## config.mk

```make
export PLATFORM = sky130hd
export DESIGN_NAME = fht_io_sequencer
export DESIGN_NICKNAME = d
export VERILOG_FILES = /design/src/rtl/fht_io_sequencer_pkg.sv /design/src/rtl/fht_io_sequencer_serializer.sv /design/src/rtl/fht_io_sequencer.sv
export SDC_FILE = /design/constraint.sdc
export NUM_CORES = 1
export LEC_CHECK = 0
export CORE_ASPECT_RATIO = 2
export CORE_MARGIN = 3
export CORE_UTILIZATION = 35
export CTS_CLUSTER_SIZE = 8
export DETAILED_ROUTE_END_ITERATION = 12
export HOLD_SLACK_MARGIN = 0.1
export PLACE_DENSITY = 0.7
export SETUP_SLACK_MARGIN = 0.5
export SYNTH_ARGS = -nofsm -noshare
export SYNTH_HDL_FRONTEND = slang
export SYNTH_SLANG_ARGS = --single-unit
export TNS_END_PERCENT = 5
```

## constraint.sdc

```tcl
create_clock -name iCLK -period 2.1 [get_ports iCLK]
set_input_delay 0.42 -clock iCLK [delete_from_list [all_inputs] [get_ports iCLK]]
set_output_delay 0.42 -clock iCLK [all_outputs]
set_load 0.01 [all_outputs]
```

## src/rtl/fht_io_sequencer_pkg.sv

```systemverilog
// Shared constants, state encoding and bank-select helper for the FHT I/O sequencer.
package fht_io_sequencer_pkg;

  localparam int DEF_D_BIT   = 16;
  localparam int DEF_A_BIT   = 8;
  localparam int DEF_N_POINT = 1024;
  localparam int DEF_RD_LAT  = 1;
  localparam int NUM_BANKS   = 4;
  localparam int BANK_SIZE   = 2 ** DEF_A_BIT;

  typedef enum logic [2:0] {
    S_LOAD   = 3'd0,
    S_START  = 3'd1,
    S_ARM    = 3'd2,
    S_WAIT   = 3'd3,
    S_UNLOAD = 3'd4
  } seq_state_e;

  // One-hot write enable for the bank selected by the two low sample-index bits.
  function automatic logic [NUM_BANKS-1:0] bank_we(input logic [1:0] bank);
    return 4'b0001 << bank;
  endfunction

endpackage

```

## src/rtl/fht_io_sequencer_serializer.sv

```systemverilog
// Four-word holding register plus valid/ready output stage. A capture loads all four
// bank words at once; words then leave in bank order 0..3, one per accepted handshake.
module fht_seq_serializer #(
  parameter int D_BIT = 16
) (
  input  logic                  iCLK,
  input  logic                  iRESET,
  input  logic                  i_capture,
  input  logic [3:0][D_BIT-1:0] i_words,
  input  logic                  i_ready,
  output logic [D_BIT-1:0]      o_data,
  output logic                  o_valid,
  output logic                  o_done
);

  logic [3:0][D_BIT-1:0] r_hold;
  logic [1:0]            r_ptr;
  logic                  r_valid;
  logic                  w_xfer;

  assign w_xfer  = r_valid & i_ready;
  assign o_data  = r_hold[r_ptr];
  assign o_valid = r_valid;
  // Word 3 leaving tells the controller the holding register is free for the next group.
  assign o_done  = w_xfer & (r_ptr == 2'd3);

  // Load a fresh group, or step the word pointer on every accepted word.
  always_ff @(posedge iCLK or negedge iRESET) begin
    if (!iRESET) begin
      r_hold  <= '0;
      r_ptr   <= '0;
      r_valid <= 1'b0;
    end else if (i_capture) begin
      r_hold  <= i_words;
      r_ptr   <= '0;
      r_valid <= 1'b1;
    end else if (w_xfer) begin
      r_ptr <= r_ptr + 2'd1;
      if (r_ptr == 2'd3) r_valid <= 1'b0;
    end
  end

endmodule

```

## src/rtl/fht_io_sequencer.sv

```systemverilog
// Frame controller around fht_top: scatters an input frame across the four RAM banks,
// starts the core, waits for a fresh RDY edge, then streams the four banks back out
// in natural order. One frame in flight at a time.
module fht_io_sequencer
  import fht_io_sequencer_pkg::*;
#(
  parameter int D_BIT   = DEF_D_BIT,
  parameter int A_BIT   = DEF_A_BIT,
  parameter int N_POINT = DEF_N_POINT,
  parameter int RD_LAT  = DEF_RD_LAT
) (
  input  logic             iCLK,
  input  logic             iRESET,
  input  logic [D_BIT-1:0] iS_DATA,
  input  logic             iS_VALID,
  output logic             oS_READY,
  output logic [D_BIT-1:0] oM_DATA,
  output logic             oM_VALID,
  input  logic             iM_READY,
  output logic [3:0]       oFHT_WE,
  output logic [D_BIT-1:0] oFHT_DATA,
  output logic [A_BIT-1:0] oFHT_ADDR_WR,
  output logic [A_BIT-1:0] oFHT_ADDR_RD,
  input  logic [D_BIT-1:0] iFHT_DATA_0,
  input  logic [D_BIT-1:0] iFHT_DATA_1,
  input  logic [D_BIT-1:0] iFHT_DATA_2,
  input  logic [D_BIT-1:0] iFHT_DATA_3,
  output logic             oFHT_START,
  input  logic             iFHT_RDY,
  output logic             oBUSY,
  output logic             oFRAME_DONE
);

  localparam int LD_W  = $clog2(N_POINT);
  localparam int LAT_W = (RD_LAT < 1) ? 1 : $clog2(RD_LAT + 1);
  localparam logic [LD_W-1:0]  LD_LAST  = LD_W'(N_POINT - 1);
  localparam logic [A_BIT-1:0] GRP_LAST = '1;
  localparam logic [LAT_W-1:0] LAT_TC   = LAT_W'(RD_LAT);

  seq_state_e r_state, w_nxt;

  logic [LD_W-1:0]  r_ld_cnt;
  logic [A_BIT-1:0] r_grp;
  logic [LAT_W-1:0] r_lat;
  logic             r_fetch;
  logic             r_rdy_q;
  logic             r_s_ready;
  logic [3:0]       r_we;
  logic [D_BIT-1:0] r_wr_data;
  logic [A_BIT-1:0] r_wr_addr;
  logic             r_start;
  logic             r_frame_done;

  logic             w_s_acc;
  logic             w_ld_last;
  logic             w_rdy_rise;
  logic             w_capture;
  logic             w_word3;
  logic             w_frame_end;
  logic [3:0][D_BIT-1:0] w_words;

  // oS_READY is only ever high in LOAD, so it alone qualifies a sample accept.
  assign w_s_acc     = iS_VALID & r_s_ready;
  assign w_ld_last   = w_s_acc & (r_ld_cnt == LD_LAST);
  // RDY must rise while in WAIT; a level left high from an earlier run is ignored.
  assign w_rdy_rise  = iFHT_RDY & ~r_rdy_q;
  assign w_capture   = r_fetch & (r_lat == LAT_TC);
  assign w_frame_end = w_word3 & (r_grp == GRP_LAST);
  assign w_words     = {iFHT_DATA_3, iFHT_DATA_2, iFHT_DATA_1, iFHT_DATA_0};

  assign oS_READY     = r_s_ready;
  assign oFHT_WE      = r_we;
  assign oFHT_DATA    = r_wr_data;
  assign oFHT_ADDR_WR = r_wr_addr;
  assign oFHT_ADDR_RD = (r_state == S_UNLOAD) ? r_grp : '0;
  assign oFHT_START   = r_start;
  assign oBUSY        = (r_state != S_LOAD);
  assign oFRAME_DONE  = r_frame_done;

  // State register.
  always_ff @(posedge iCLK or negedge iRESET) begin
    if (!iRESET) r_state <= S_LOAD;
    else         r_state <= w_nxt;
  end

  // Next-state logic.
  always_comb begin
    w_nxt = r_state;
    case (r_state)
      S_LOAD:   if (w_ld_last)   w_nxt = S_START;
      S_START:                   w_nxt = S_ARM;
      S_ARM:                     w_nxt = S_WAIT;
      S_WAIT:   if (w_rdy_rise)  w_nxt = S_UNLOAD;
      S_UNLOAD: if (w_frame_end) w_nxt = S_LOAD;
      default:                   w_nxt = S_LOAD;
    endcase
  end

  // Load path: register each accepted sample and issue its bank write one cycle later.
  always_ff @(posedge iCLK or negedge iRESET) begin
    if (!iRESET) begin
      r_s_ready <= 1'b0;
      r_we      <= '0;
      r_wr_data <= '0;
      r_wr_addr <= '0;
      r_ld_cnt  <= '0;
    end else begin
      r_s_ready <= (w_nxt == S_LOAD);
      r_we      <= w_s_acc ? bank_we(r_ld_cnt[1:0]) : 4'b0000;
      if (w_s_acc) begin
        r_wr_data <= iS_DATA;
        r_wr_addr <= A_BIT'(r_ld_cnt >> 2);
        r_ld_cnt  <= w_ld_last ? '0 : r_ld_cnt + 1'b1;
      end
    end
  end

  // Core handshake: registered start pulse, RDY history and end-of-frame pulse.
  always_ff @(posedge iCLK or negedge iRESET) begin
    if (!iRESET) begin
      r_start      <= 1'b0;
      r_rdy_q      <= 1'b0;
      r_frame_done <= 1'b0;
    end else begin
      r_start      <= (r_state == S_START);
      r_rdy_q      <= iFHT_RDY;
      r_frame_done <= w_frame_end;
    end
  end

  // Unload path: hold the group address for RD_LAT cycles, capture, then wait for
  // the serializer to drain word 3 before fetching the next group.
  always_ff @(posedge iCLK or negedge iRESET) begin
    if (!iRESET) begin
      r_grp   <= '0;
      r_lat   <= '0;
      r_fetch <= 1'b0;
    end else if (r_state == S_WAIT && w_rdy_rise) begin
      r_grp   <= '0;
      r_lat   <= '0;
      r_fetch <= 1'b1;
    end else if (w_capture) begin
      r_lat   <= '0;
      r_fetch <= 1'b0;
    end else if (r_fetch) begin
      r_lat <= r_lat + 1'b1;
    end else if (w_word3) begin
      if (w_frame_end) begin
        r_grp <= '0;
      end else begin
        r_grp   <= r_grp + 1'b1;
        r_fetch <= 1'b1;
      end
    end
  end

  fht_seq_serializer #(.D_BIT(D_BIT)) u_ser (
    .iCLK      (iCLK),
    .iRESET    (iRESET),
    .i_capture (w_capture),
    .i_words   (w_words),
    .i_ready   (iM_READY),
    .o_data    (oM_DATA),
    .o_valid   (oM_VALID),
    .o_done    (w_word3)
  );

endmodule
```

-- Word-level counts from Yosys, hierarchy flattened
Index checks and enable logic that the tools add are counted.
- memories kept: 0
- latch bits: 0
- memory bits (read-only): 0
- memory bits (writable): 0
- register bits after elaboration: 122
- magnitude comparators: 1
- shift-type cells: 1
- divide/modulo/power cells: 0
- mux-type cells: 27
- equal/unequal tests: 9
- $mul: 0
- reductions and logical operators: 10
- bitwise operators: 8
- $add $sub $neg: 4
- operator list (operator ; number):
    8-bit two-way mux ; 6
    16-bit binary-select mux with 2-bit select ; 1
    16-bit two-way mux ; 1
    3-bit one-hot mux with 5 select lines ; 1
    1-bit two-way mux ; 11
    10-bit by 1-bit adder with 10-bit output (second input constant) ; 1
    10-bit == test (second input constant) ; 1
    10-bit two-way mux ; 1
    3-bit two-way mux ; 3
    8-bit by 1-bit adder with 8-bit output (second input constant) ; 1
    8-bit == test (second input constant) ; 1
    1-bit bitwise AND ; 7
    3-bit by 2-bit == test with 1-bit output (second input constant) ; 2
    3-bit logical NOT ; 2
    2-bit nonzero test ; 3
    3-bit nonzero test ; 2
    2-bit two-way mux ; 2
    4-bit two-way mux ; 1
    1-bit by 2-bit << shifter with 4-bit output (first input constant) ; 1
    3-bit by 1-bit == test with 1-bit output (second input constant) ; 1
    3-bit == test (second input constant) ; 1
    2-bit by 3-bit less-than comparator with 1-bit output (second input constant) ; 1
    3-bit AND reduction ; 1
    2-bit by 1-bit adder with 2-bit output (second input constant) ; 1
    7 further kinds ; 7

-- Longest topological paths before layout
Gate-level depths: netlist of the first run.
- word-level depth: 8
- depth in mapped cells: 5

-- Cells and area by module
From an unflattened synthesis of the first run, not the netlist that was laid out.
- cells, all modules: 362
- area, all modules: 5346.4 um^2
- modules (own cells, without submodules) (module ; sequential area each (um^2) ; cells an instance ; area an instance (um^2) ; times used):
    fht_seq_serializer ; 1676.6 ; 168 ; 2944.1 ; 1
    fht_io_sequencer ; 1376.3 ; 194 ; 2402.3 ; 1

-- Least setup slack after synthesis of the first run
OpenSTA, ideal clock, no wires.
- path kind: register to output
- from: register u_ser.r_ptr[0]
- to: output oM_DATA[10]
- cell stages (with the launch flop): 4
- data arrival time: 1436 ps
- setup slack: 244 ps
- required time: 1680 ps
- buffers on the path: 2
- cells stage by stage: dfrtp_1 -> buf_2 -> buf_2 -> mux4_2
- cells in the longest elaborated chain, start to end: 2
- ends and longest elaborated chain (element ; line ; text):
    from (decl) ; fht_io_sequencer_serializer.sv:17 ; logic [1:0] r_ptr;
    from (signal assigned) ; fht_io_sequencer_serializer.sv:38 ; r_ptr <= r_ptr + 2'd1;
    16-bit binary-select mux with 2-bit select ; fht_io_sequencer_serializer.sv:22 ; assign o_data = r_hold[r_ptr];
    16-bit two-way mux (not written as such) ; fht_io_sequencer_serializer.sv:22 ;
    to (decl) ; fht_io_sequencer.sv:17 ; output logic [D_BIT-1:0] oM_DATA,
Every way passes these cells. The select of a mux whose other input is x is not followed.

-- Worst setup path in the final report of the first run
Ends and elaborated chain as after synthesis.

==> results.tsv, run 1 <==
metric	value	unit
yosysSeqAreaShare	57.5	%
internal_power	0.00761	W
startpoint_type	flip-flop	
cts_buffer_depth	2	
critPathRequiredTime	1680	ps
first_pass_iters	4	
crit_fanout	4	
violations	negative setup slack	
dieArea	0.0168	mm^2
layout.nets	630	
r2r-start	u_ser.r_ptr[0]	
initial_core_util	35.8	%
ir_drop	0.000903	V
rsz0062_at_grt	yes	
path_common_cell	buf_6	
portBuffers	141	
worst_skew_pair.late_latency	400	ps
grt_pass1_vias	4278	
yosys_warnings	0	
vias	3716	
p_sw_share	27.9	%
final_area	0.00797	mm^2
endpoint_kind	output port	
multi_input_area	0.00228	mm^2
finalPower	0.0105	W
max_freq	462	MHz
tritoncts	yes	
globalRoute.totalOverflow	0	
skew	9.13	ps
core_area	0.0148	mm^2
worst_slack	-64.3	ps
clock-sinks	122	
p_sw	0.00294	W
dr.first_iter.drc_count	74	
hold_viol	0	
io_pins	142	
maxCapViolations	0	
path_cells	buf_6 > buf_12 > buf_16 > mux4_2 > buf_6	
numCtsBuffers	17	
synth_compound_area_share	4.65	%
ys_ff_latch	122	
cp_top_family	buffers and inverters	
wl_per_cell	17.9	um
setup_viol	4	
die_h	180	um
tns	-209	ps
drc_errors	0	
finalCritPeriodShare	103	%
grt_start_max_net_pins	58	
slowest_delay	430	ps
antenna_found_initial	0	
synth_fp_nets	461	
worst-path-buf-inv	4	
slew_viol_final	0	
critPathSlowestCell	mux4_2	
synthAdderAreaFrac	1.41	%
place.gp.congestion	0.822	
synth_top_family_by_area	multiplexers	
worstMarginPinSlew	358	ps
combPwrFrac	35.2	%
final_cell_mix	dfrtp_1, mux2_2, clkdlybuf4s50_1	
layout-drive-gt1-share	41.1	%
power_density	1320	mW/mm^2
area_growth	50.2	%
ant_nets	0	
p_clk_share	29.4	%
placement_rows	63	
final_common_cell	dfrtp_1	
min-delay-start	iS_VALID	
die_w	93.1	um
crit_start	u_ser.r_ptr[0]	
syn_area_per_cell	14.3	um^2
clk_transition_reported_paths	50	ps
synth_xor_area_share	0.825	%
leakage	3.48	nW
status	complete, but fails checks	
h-tree-depth	4	
critPathKind	flip-flop to output port	
diodes	0	
yosys.area_share.simple	7.80	%
min_path_type	input pin to flip-flop	
n_fill_cell	1278	
synthMuxAreaShare	25.4	%
placed_area	0.00707	mm^2
yosysUniqueCellTypes	45	
via_per_inst	4.97	
maxSlewHeadroom	76.1	%
hpwl	9480	um
regArea	0.00306	mm^2
grt_pass1_wl	22300	um
mappedNetlistArea	0.00531	mm^2
cts_root_buf	clkbuf_16	
crit_arrival	1740	ps
power_frac_seq	35.4	%
routed_wl	13400	um
syn_inst	370	
track_usage	16.8	%
fin_crit	2160	ps
==> path summary, 6_finish.rpt <==
path	endpoint	slack [ps]	cells after the start
max	oM_DATA[10]	-60	5
min	oFHT_WE[1]	440	2
max reg2reg	r_grp[5]	70	7
min reg2reg	oFHT_ADDR_WR[0]	490	2
max in group asynchronous	r_ld_cnt[2]	990	3
min in group asynchronous	u_ser.r_hold[51]	470	2
==> power groups by stage <==
stage	Combinational [W]	Clock (W)	Sequential, W
2_1_floorplan	0.00206	0	0.00359
3_5_place_dp	0.00343	0	0.00375
4_1_cts	0.00369	0.00317	0.00371
6_report	0.00371	0.00310	0.00373
5_1_grt	0.00402	0.00329	0.00384
3_3_place_gp	0.00334	0	0.00370
==> registers in the layout, summed over array words and instances, names as in the netlist, 2 cells and up <==
| register | count |
|---|---|
| oFHT_ADDR_WR | 8 |
| oFHT_DATA | 16 |
| oFHT_WE | 4 |
| r_grp | 8 |
| r_ld_cnt | 10 |
| r_state | 3 |
| u_ser.r_hold | 64 |
| u_ser.r_ptr | 2 |
==> Yosys cell counts (all sizes together) <==
cell	instances	area share [%]
o21bai	1	0.14
o221ai	1	0.17
or4b	1	0.19
xor2	3	0.50
o31a	1	0.19
a21oi	10	0.94
xnor2	2	0.33
nand3b	1	0.14
nor4	1	0.12
clkbuf	5	0.35
inv	9	0.64
buf	13	1.3
mux4	16	6.8
a211oi	5	0.80
nand2b	2	0.24
o21a	1	0.14
ha	6	1.4
nor2	4	0.28
and3	10	1.2
o311ai	1	0.17
nand3	8	0.75
and4b	1	0.19
nor3	4	0.38
o22ai	1	0.12
dfrtp	122	58
o41ai	2	0.33
or4	3	0.50
nand2	17	1.2
o21ai	10	0.94
and3b	1	0.19
nand4	5	0.87
mux2i	1	0.19
nand4b	1	0.45
mux2	87	18
o31ai	3	0.42
nor2b	1	0.12
or3	6	0.73
and2	2	0.24
o211ai	2	0.28
==> cells by family (layout without fill, tap and decap cells) <==
group,Yosys count,in the layout
AOI/OAI and AO/OA,38,38
adders and majority gates,6,6
DFF,122,122
muxes,104,104
xor gates and xnor gates,5,5
and+or+nand+nor,68,68
buffers and inverters,27,209
==> area by class of cell <==
| class | count | area share, % |
|---|---|---|
| Clock buffer | 20 | 5.60 |
| Timing Repair Buffer | 168 | 21.6 |
| Clock inverter | 12 | 2.35 |
| Sequential cell | 122 | 38.4 |
| Inverter | 9 | 0.424 |
| Multi-Input combinational cell | 221 | 28.6 |
| Tap cell | 195 | 3.06 |
==> metrics by stage <==
stage                     utilization [%]  std cells  hold WS (ps)  worst slack [ps]
after global routing                 53.8        747           449              -119
after detailed placement             47.7        706           351              54.0
after CTS                            53.0        747           455             -93.6
final                                53.8        747           444             -64.3
after global placement               47.7        706           343               104
after floorplan                         -        370           124               493
==> metal layers <==
layer  track usage (%)  part of all wire [%]  wire (um)  vias to the layer above
li1                  -                     -          -                     1705
met1              18.8                    38       5020                     1878
met2              30.7                    56       7430                      112
met3              3.72                   4.3        576                       21
met4              5.64                   2.5        338                        0
met5                 0                     0          0                        -
==> repair_timing <==
action | 4_1_cts | 5_1_grt
resized for setup | 175 | 30
endpoints found under the hold margin | 21 | 0
endpoints found under the setup margin | 64 | 66
hold buffers | 1 | 0
gates cloned | 2 | 0
pin swaps | 3 | 25
buffers inserted | 6 | 0
==> worst reg2reg max path: stages, from the launching register on <==
cell	delay [ps]
dfrtp_2	360
buf_4	130
buf_16	130
buf_4	140
ha_4	170
nand4b_4	230
or4_1	540
a211oi_1	250
Power figures use the tool's default switching activity.
==> run 2, diff against run 1 <==
--- a/config.mk
+++ b/config.mk
@@ -16,4 +16,3 @@
 export SYNTH_ARGS = -nofsm -noshare
 export SYNTH_HDL_FRONTEND = slang
 export SYNTH_SLANG_ARGS = --single-unit
-export TNS_END_PERCENT = 5
==> results.tsv, run 2 (same netlist as run 1, synthesis figures left out) <==
metric	value	unit	change
status	complete, but fails checks		unchanged
violations	negative setup slack		unchanged
cts_root_buf	clkbuf_16		unchanged
rsz0062_at_grt	yes		unchanged
first_pass_iters	4		unchanged
r2r-end	r_grp[5]		unchanged
reg2reg_setup_slack	190	ps	was 70 ps
final_cell_mix	dfrtp_1, mux2_2, clkdlybuf4s50_1		unchanged
clock-sinks	122		unchanged
layout-drive-gt1-share	43.0	%	was 41.1%
slowest_delay	430	ps	about the same
critPathKind	flip-flop to output port		unchanged
tritoncts	yes		unchanged
leakage	3.61	nW	was 3.48 nW
wl_per_cell	17.8	um	was 17.9 um
clk_transition_reported_paths	50	ps	about the same
skew	8.97	ps	was 9.13 ps
hold_viol	0		unchanged
numCtsBuffers	17		unchanged
min_path_cells	2		unchanged
r2r-start	u_ser.r_ptr[0]		unchanged
maxSlewHeadroom	77.0	%	was 76.1%
dpl_worst_slack	54.0	ps	unchanged
grt_pass1_wl	22900	um	was 22300 um
fin_crit	2160	ps	about the same
cp_top_family	buffers and inverters		unchanged
diodes	0		unchanged
placement_rows	63		unchanged
path_common_cell	buf_6		unchanged
track_usage	17.3	%	was 16.8%
area_growth	54.6	%	was 50.2%
largest_register_ffs	64		unchanged
top_register	u_ser.r_hold		unchanged
place.gp.congestion	0.822		unchanged
max_freq	462	MHz	about the same
path_cells	buf_6 > buf_12 > buf_16 > mux4_2 > buf_6		unchanged
dieArea	0.0168	mm^2	unchanged
core_area	0.0148	mm^2	unchanged
finalCritPeriodShare	103	%	about the same
antenna_found_initial	0		unchanged
globalRoute.totalOverflow	0		unchanged
cts_buffer_depth	2		unchanged
ant_nets	0		unchanged
vias	3827		was 3716
crit_fanout	4		unchanged
layout.nets	653		was 630
startpoint_type	flip-flop		unchanged
endpoint_kind	output port		unchanged
critPathRequiredTime	1680	ps	about the same
worst-r2r-cell-count	8		was 7
via_per_inst	4.97		about the same
power_density	1300	mW/mm^2	was 1320 mW/mm^2
grt_start_max_net_pins	58		unchanged
routed_wl	13700	um	was 13400 um
min_path_type	input pin to flip-flop		unchanged
final_core_util	55.4	%	was 53.8%
drc_errors	0		unchanged
grt_pass1_vias	4378		was 4278
h-tree-depth	4		unchanged
die_h	180	um	unchanged
crit_arrival	1740	ps	about the same
slew_viol_final	0		unchanged
portBuffers	141		unchanged
worst-path-buf-inv	4		unchanged
final_common_cell	dfrtp_1		unchanged
initial_core_util	35.8	%	unchanged
min-delay-start	iS_VALID		unchanged
dr.first_iter.drc_count	46		was 74
setup_viol	4		unchanged
holdPathEnd	oFHT_WE[1]		unchanged
worst_skew_pair.late_latency	400	ps	about the same
critPathSlowestCell	mux4_2		unchanged
worstMarginPinSlew	346	ps	was 358 ps
worst_slack	-65.0	ps	was -64.3 ps
ir_drop	0.000914	V	was 0.000903 V
hpwl	9480	um	unchanged
die_w	93.1	um	unchanged
io_pins	142		unchanged
maxCapViolations	0		unchanged
run 2: changes by cell type in the layout (fill, tap and decap cells not counted), moves of 2 or more:
| cell | previous run | this run |
|---|---|---|
| buf_4 | 16 | 27 |
| buf_6 | 25 | 36 |
| dfrtp_1 | 114 | 117 |
| dfrtp_2 | 8 | 5 |
| o41ai_1 | 0 | 2 |
| o41ai_2 | 2 | 0 |
run 2: per-layer routing:
| metal | vias up | GRT usage, % | wire [um] |
|---|---|---|---|
| met5 | - | 0 | 0 |
| met4 | 0 | 5.75 | 305 |
| met1 | 1938 | 19.4 | 5180 |
| met2 | 109 | 31.6 | 7660 |
| li1 | 1759 | - | - |
| met3 | 21 | 3.72 | 580 |
run 2: worst max path at each step:
stage / startpoint / to / slack (ps) / cells after the start
floorplan: u_ser.r_ptr[0] / oM_DATA[10] / 490 / 3
global placement: u_ser.r_ptr[0] / oM_DATA[13] / 100 / 3
detailed placement: iM_READY / r_grp[5] / 50 / 4
CTS: u_ser.r_ptr[0] / oM_DATA[10] / -90 / 5
global route: u_ser.r_ptr[0] / oM_DATA[10] / -120 / 5
finish: u_ser.r_ptr[0] / oM_DATA[10] / -60 / 5
run 2: cell type report:
cell class                      instances  area [um^2]
Tap cell                              195          244
Inverter                                9         33.8
Fill cell                            1239         6620
Sequential cell                       122         3060
Clock inverter                         12          188
Clock buffer                           20          447
Multi-Input combinational cell        222         2310
Timing Repair Buffer                  190         1920
run 2: where the power goes:
part | internal, W | switching (W) | leakage (nW)
sequential | 0.00320 | 0.000521 | 1.47
clock | 0.00204 | 0.00107 | 0.302
combinational | 0.00246 | 0.00140 | 1.84
total | 0.00769 | 0.00299 | 3.61
run 2: repair_timing:
action	CTS	global route
endpoints found under the hold margin	21	0
setup buffers	21	7
gates cloned	3	0
endpoints found under the setup margin	64	105
resized for setup	197	18
hold buffers	1	0
pin swaps	15	5
run 2: metrics by stage:
| step | total power (W) | instances | instance area (um^2) | TNS, ps | hold WS [ps] |
|---|---|---|---|---|---|
| global placement | 0.00704 | 706 | 7070 | 0 | 343 |
| floorplan | 0.00566 | 370 | 5320 | 0 | 124 |
| CTS | 0.0107 | 763 | 8080 | -331 | 455 |
| global route | 0.0113 | 770 | 8200 | -708 | 449 |
| finish | 0.0107 | 770 | 8200 | -212 | 444 |
| detailed placement | 0.00718 | 706 | 7070 | 0 | 351 |
run 2: worst register-to-register path: stages, from the launching register on:
cell and delay, ps:
dfrtp_2 360, buf_4 130, buf_16 130, buf_4 120
buf_6 100, ha_4 160, nand4b_4 140, or4_4 510
a211oi_2 180
